==> src/rtl/im_loader.sv <==
// im_loader: streams a big-endian byte program into the instruction memory.
// Optional IM_LOADER_CHECKSUM_EN adds a trailing mod-256 checksum byte.
module im_loader #(
    parameter int ADDR_WIDTH = 10
) (
    input  logic                  clk,
    input  logic                  rst,
    input  logic                  start,
    input  logic [ADDR_WIDTH:0]   word_count,
    input  logic [7:0]            in_data,
    input  logic                  in_valid,
    output logic                  in_ready,
    output logic                  im_we,
    output logic [ADDR_WIDTH-1:0] im_addr,
    output logic [31:0]           im_wdata,
    output logic                  cpu_rst,
    output logic                  busy,
    output logic                  done,
    output logic                  err
);

    typedef enum logic [2:0] {
        S_IDLE,
        S_RECV,
        S_WRITE,
        S_DONE,
        S_CHECK
    } state_t;

    localparam logic [ADDR_WIDTH:0] CAPACITY = {1'b1, {ADDR_WIDTH{1'b0}}};
    localparam logic [ADDR_WIDTH:0] ONE      = {{ADDR_WIDTH{1'b0}}, 1'b1};

    state_t                state;
    logic [ADDR_WIDTH:0]   idx;
    logic [ADDR_WIDTH:0]   last_idx;
    logic [1:0]            byte_cnt;
    logic [23:0]           shreg;
`ifdef IM_LOADER_CHECKSUM_EN
    logic [7:0]            sum;
`endif

    logic start_zero;
    logic start_big;
    logic start_ok;
    logic xfer;

    assign start_zero = start && (word_count == '0);
    assign start_big  = start && (word_count > CAPACITY);
    assign start_ok   = start && !start_zero && !start_big;
    assign xfer       = in_valid && in_ready;

    // Load sequencer; every output is registered here.
    always_ff @(posedge clk) begin
        if (!rst) begin
            state    <= S_IDLE;
            idx      <= '0;
            last_idx <= '0;
            byte_cnt <= '0;
            shreg    <= '0;
            in_ready <= 1'b0;
            im_we    <= 1'b0;
            im_addr  <= '0;
            im_wdata <= '0;
            cpu_rst  <= 1'b1;
            busy     <= 1'b0;
            done     <= 1'b0;
            err      <= 1'b0;
`ifdef IM_LOADER_CHECKSUM_EN
            sum      <= '0;
`endif
        end else begin
            im_we <= 1'b0;
            unique case (state)
                S_IDLE, S_DONE: begin
                    // A failed checksum keeps the core held in reset.
                    if (state == S_DONE) cpu_rst <= err;
                    if (start_zero) begin
                        state <= S_DONE;
                        done  <= 1'b1;
                        err   <= 1'b0;
                    end else if (start_big) begin
                        state   <= S_IDLE;
                        err     <= 1'b1;
                        done    <= 1'b0;
                        cpu_rst <= 1'b1;
                    end else if (start_ok) begin
                        state    <= S_RECV;
                        idx      <= '0;
                        last_idx <= word_count - ONE;
                        byte_cnt <= '0;
                        err      <= 1'b0;
                        done     <= 1'b0;
                        in_ready <= 1'b1;
                        busy     <= 1'b1;
                        cpu_rst  <= 1'b1;
`ifdef IM_LOADER_CHECKSUM_EN
                        sum      <= '0;
`endif
                    end
                end
                S_RECV: begin
                    if (xfer) begin
                        byte_cnt <= byte_cnt + 2'd1;
`ifdef IM_LOADER_CHECKSUM_EN
                        sum      <= sum + in_data;
`endif
                        if (byte_cnt == 2'd3) begin
                            im_we    <= 1'b1;
                            im_addr  <= idx[ADDR_WIDTH-1:0];
                            im_wdata <= {shreg, in_data};
                            in_ready <= 1'b0;
                            state    <= S_WRITE;
                        end else begin
                            shreg <= {shreg[15:0], in_data};
                        end
                    end
                end
                S_WRITE: begin
                    if (idx == last_idx) begin
`ifdef IM_LOADER_CHECKSUM_EN
                        state    <= S_CHECK;
                        in_ready <= 1'b1;
`else
                        state    <= S_DONE;
                        done     <= 1'b1;
                        busy     <= 1'b0;
`endif
                    end else begin
                        idx      <= idx + ONE;
                        state    <= S_RECV;
                        in_ready <= 1'b1;
                    end
                end
`ifdef IM_LOADER_CHECKSUM_EN
                S_CHECK: begin
                    if (xfer) begin
                        in_ready <= 1'b0;
                        busy     <= 1'b0;
                        done     <= 1'b1;
                        err      <= (in_data != sum);
                        state    <= S_DONE;
                    end
                end
`endif
                default: state <= S_IDLE;
            endcase
        end
    end

endmodule

==> config.mk <==
export PLATFORM = sky130hd
export DESIGN_NAME = im_loader
export DESIGN_NICKNAME = d
export VERILOG_FILES = /design/src/rtl/im_loader.sv
export SDC_FILE = /design/constraint.sdc
export NUM_CORES = 1
export LEC_CHECK = 0
export BUFFER_PORTS_ARGS = -buffer_cell sky130_fd_sc_hd__buf_2
export CORE_MARGIN = 10
export CORE_UTILIZATION = 53
export CTS_BUF_LIST = sky130_fd_sc_hd__clkbuf_8
export CTS_CLUSTER_DIAMETER = 30
export DETAILED_ROUTE_END_ITERATION = 7
export PLACE_DENSITY = 0.76
export SYNTH_ARGS = -nofsm -noshare
export SYNTH_HDL_FRONTEND = slang
export SYNTH_SLANG_ARGS = --single-unit
==> constraint.sdc <==
create_clock -name clk -period 4.5 [get_ports clk]
set_input_delay 0.225 -clock clk [delete_from_list [all_inputs] [get_ports clk]]
set_output_delay 0.225 -clock clk [all_outputs]
set_load 0.005 [all_outputs]
==> impl_metrics.py <==
metrics = {
    "outcome": {
        "status": "completed",
    },
    "run": {
        "drv_cap": 0,
    },
    "synth": {
        "yosysWarnings": 0,
        "yosys.cell_count.top_type": "nand2_1",
        "yosysUniqueCellTypes": 42,
        "ys.flop_type": "dfxtp_1",
        "synth_nets": 536,
        "yosys.area.top_type_share_pct": 48.3,
        "synth_edf_count": 0,
        "ys_seq_area_share_pct": 48.3,
        "avgSynthCellArea_um2": 8.02,
        "synthTopCellsByArea": "dfxtp_1 48%, nand2_1 14%, a21oi_1 10%",
        "syn_area_um2": 4060,
        "synth.largest_area_cell": "dfxtp_1",
        "ys_ff_latch": 98,
        "synth_common_cells": "147 x nand2_1, 98 x dfxtp_1, 83 x a21oi_1",
        "syn-instance-count": 507,
        "async_flop_share_pct": 0,
    },
    "route": {
        "drc_errors": 0,
        "via_per_inst": 5.42,
        "postRouteWirelength_um": 9270,
        "postRouteAntennaNets": 0,
        "avgRoutedWirePerCell_um": 14.0,
        "first_pass_iters": 4,
        "drtIter0Drc": 212,
        "via_count": 3588,
    },
    "timing": {
        "clock-skew-final_ns": 0.0143,
        "rsz0062_at_grt": "no",
        "worst-slew-pin-transition_ns": 1.17,
        "final-max-slew-violation-count": 0,
        "slew_headroom_pct": 21.3,
        "fin_crit_ns": 2.54,
        "layout_worst_path_cycle_share_pct": 56.6,
        "finalSetupViolCount": 0,
        "fin_setup_tns_ns": 0,
        "hold_violations": 0,
        "clock.fmax_mhz": 393,
    },
    "worst_setup_path": {
        "crit_chain": "inv_1, ha_1, o21ai_0, nor3_2, o21ai_0, a31oi_1",
        "critPathKind": "reg2reg",
        "cp_num_buf_inv": 1,
        "cpPeakStageDelay_ns": 0.91,
        "reg2reg_from": "state[0]",
        "rr_endpoint": "byte_cnt[0]",
        "path_max_fanout": 25,
        "r2r_cells": 6,
        "worstPathRequired_ns": 4.78,
        "ff2ff_setup_slack_ns": 1.96,
        "cp_slowest_cell": "nor3_2",
        "cp_data_arrival_time_ns": 2.82,
        "end_kind": "register",
        "cp_top_family": "simple AND/OR/NAND/NOR gates",
        "crit_top_cell": "o21ai_0",
        "start_kind": "register",
    },
    "floorplanning": {
        "rows": 31,
        "die-area_um2": 11600,
        "fp.dieH_um": 108,
        "ios": 71,
        "core_area_um2": 7370,
        "initial_core_util_pct": 55.1,
        "die_w_um": 108,
    },
    "worst_hold_path": {
        "holdCritPathClass": "in2reg",
        "holdPathStages": 2,
        "min_to": "last_idx[0]",
        "hp-start": "word_count[0]",
    },
    "global_routing": {
        "grt_pass1_wl_um": 15400,
        "overflow": 0,
        "antenna_found_initial": 0,
        "grt_max_degree": 68,
        "grt_pass1_vias": 3284,
        "met3_usage_pct": 4.31,
        "use_met2_pct": 23.6,
        "grt.total_usage_pct": 15.8,
        "grt_busiest_layer": "met2",
        "gr-usage-met1_pct": 20.9,
    },
    "layout": {
        "regArea_um2": 1960,
        "multiInputGateArea_um2": 1930,
        "utilization_pct": 62.7,
        "drive_above_1_share_pct": 17.1,
        "fin_nets": 587,
        "stdcell_count": 662,
        "fillers": 684,
        "n_antenna_cell": 0,
        "area_growth_pct": 13.7,
    },
    "clocking": {
        "ctsRootBufferMaster": "clkbuf_8",
        "cts_tree": "done",
        "clock_sinks": 98,
        "cts_hold_buf": 0,
        "post-cts-setup-buffer-count": 0,
        "cts.repair.resized": 0,
        "cts_max_path_buffers": 2,
        "clkSlewWorstSetupHoldPaths_ns": 0.10,
        "insertion_delay_ns": 0.37,
        "ctsHtreeMaxLevel": 3,
        "numCtsBuffers": 9,
    },
    "placed_design": {
        "port_buffers": 70,
        "place_inst": 646,
        "gp_congestion": 0.855,
        "dpl.hpwl_um": 6570,
    },
    "power": {
        "finalPower_uw": 1930,
        "p_per_area_nw_per_um2": 418,
        "vdd_ir_drop_max_v": 0.000370,
        "p_leak_uw": 0.00178,
    },
}
## worst max-delay path by stage
stage / start / end / slack [ns] / cells after the start
3_3_place_gp: word_count[6] / last_idx[3] / 2.01 / 6
5_1_grt: state[0] / byte_cnt[0] / 1.66 / 6
6_report: state[0] / byte_cnt[0] / 1.96 / 6
2_1_floorplan: state[0] / in_ready / 2.40 / 9
4_1_cts: state[0] / byte_cnt[0] / 1.96 / 6
3_5_place_dp: word_count[6] / last_idx[3] / 1.90 / 6
## cell families (layout without fill, tap and decap cells)
family / after synthesis / in the layout / share of synthesized area [%]
xor+xnor: 18 / 18 / 3.88
flops: 98 / 98 / 48.3
buf+inv: 43 / 99 / 4.25
fa+ha+maj: 6 / 6 / 1.85
simple gates: 220 / 220 / 24.4
compound gates: 121 / 121 / 17.1
mux: 1 / 1 / 0.246
## state kept, by name, indices dropped and copies added (netlist names), 2 cells and up
| register | count |
|---|---|
| im_addr | 10 |
| last_idx | 11 |
| im_wdata | 32 |
| shreg | 24 |
| idx | 11 |
| byte_cnt | 2 |
| state | 2 |
## where the power goes
part | switching, uW | internal (uW) | total [uW]
Combinational | 279 | 134 | 413
Clock | 339 | 218 | 556
Sequential | 46.4 | 918 | 964
## routing by layer
layer  share of wire [%]  up-vias
li1                    -     1832
met2                  45       99
met1                  47     1645
met5                   0        -
met3                 7.5       12
met4                 1.2        0
## placed cells by master (no fill, tap or decap), drive strengths merged
cell	instances
a31oi	3
and4	1
a21oi	83
o211a	1
nor4	6
o211ai	1
nor2	23
clkinvlp	1
nand3	7
o221a	1
ha	6
a2111oi	1
or4	11
clkbuf	9
nand3b	3
mux2i	1
and2	2
or3	3
o221ai	1
o21ai	6
o31a	2
nor3b	1
nand2	147
a41o	1
clkinv	1
dfxtp	98
buf	74
xnor2	6
nor3	5
nor4bb	1
a311oi	1
a211oi	9
nand2b	3
xor2	12
and3	2
nand4	5
o31ai	11
inv	14
## layout make-up
type	instances	area share (%)
tap	99	2.68
clock buffer	9	2.68
multi-input combinational	366	41.8
sequential	98	42.5
clock inverter	7	1.46
inverter	9	0.731
timing repair buffer	74	8.23
## stage by stage
step	hold slack [ns]	worst slack (ns)	area, um^2
6_report	0.0695	1.96	4620
3_3_place_gp	0.434	2.01	4430
2_1_floorplan	0.321	2.40	4060
5_1_grt	0.0710	1.66	4620
4_1_cts	0.0591	1.96	4620
3_5_place_dp	0.438	1.90	4430
Note: power is estimated with default switching activity, not from simulation.
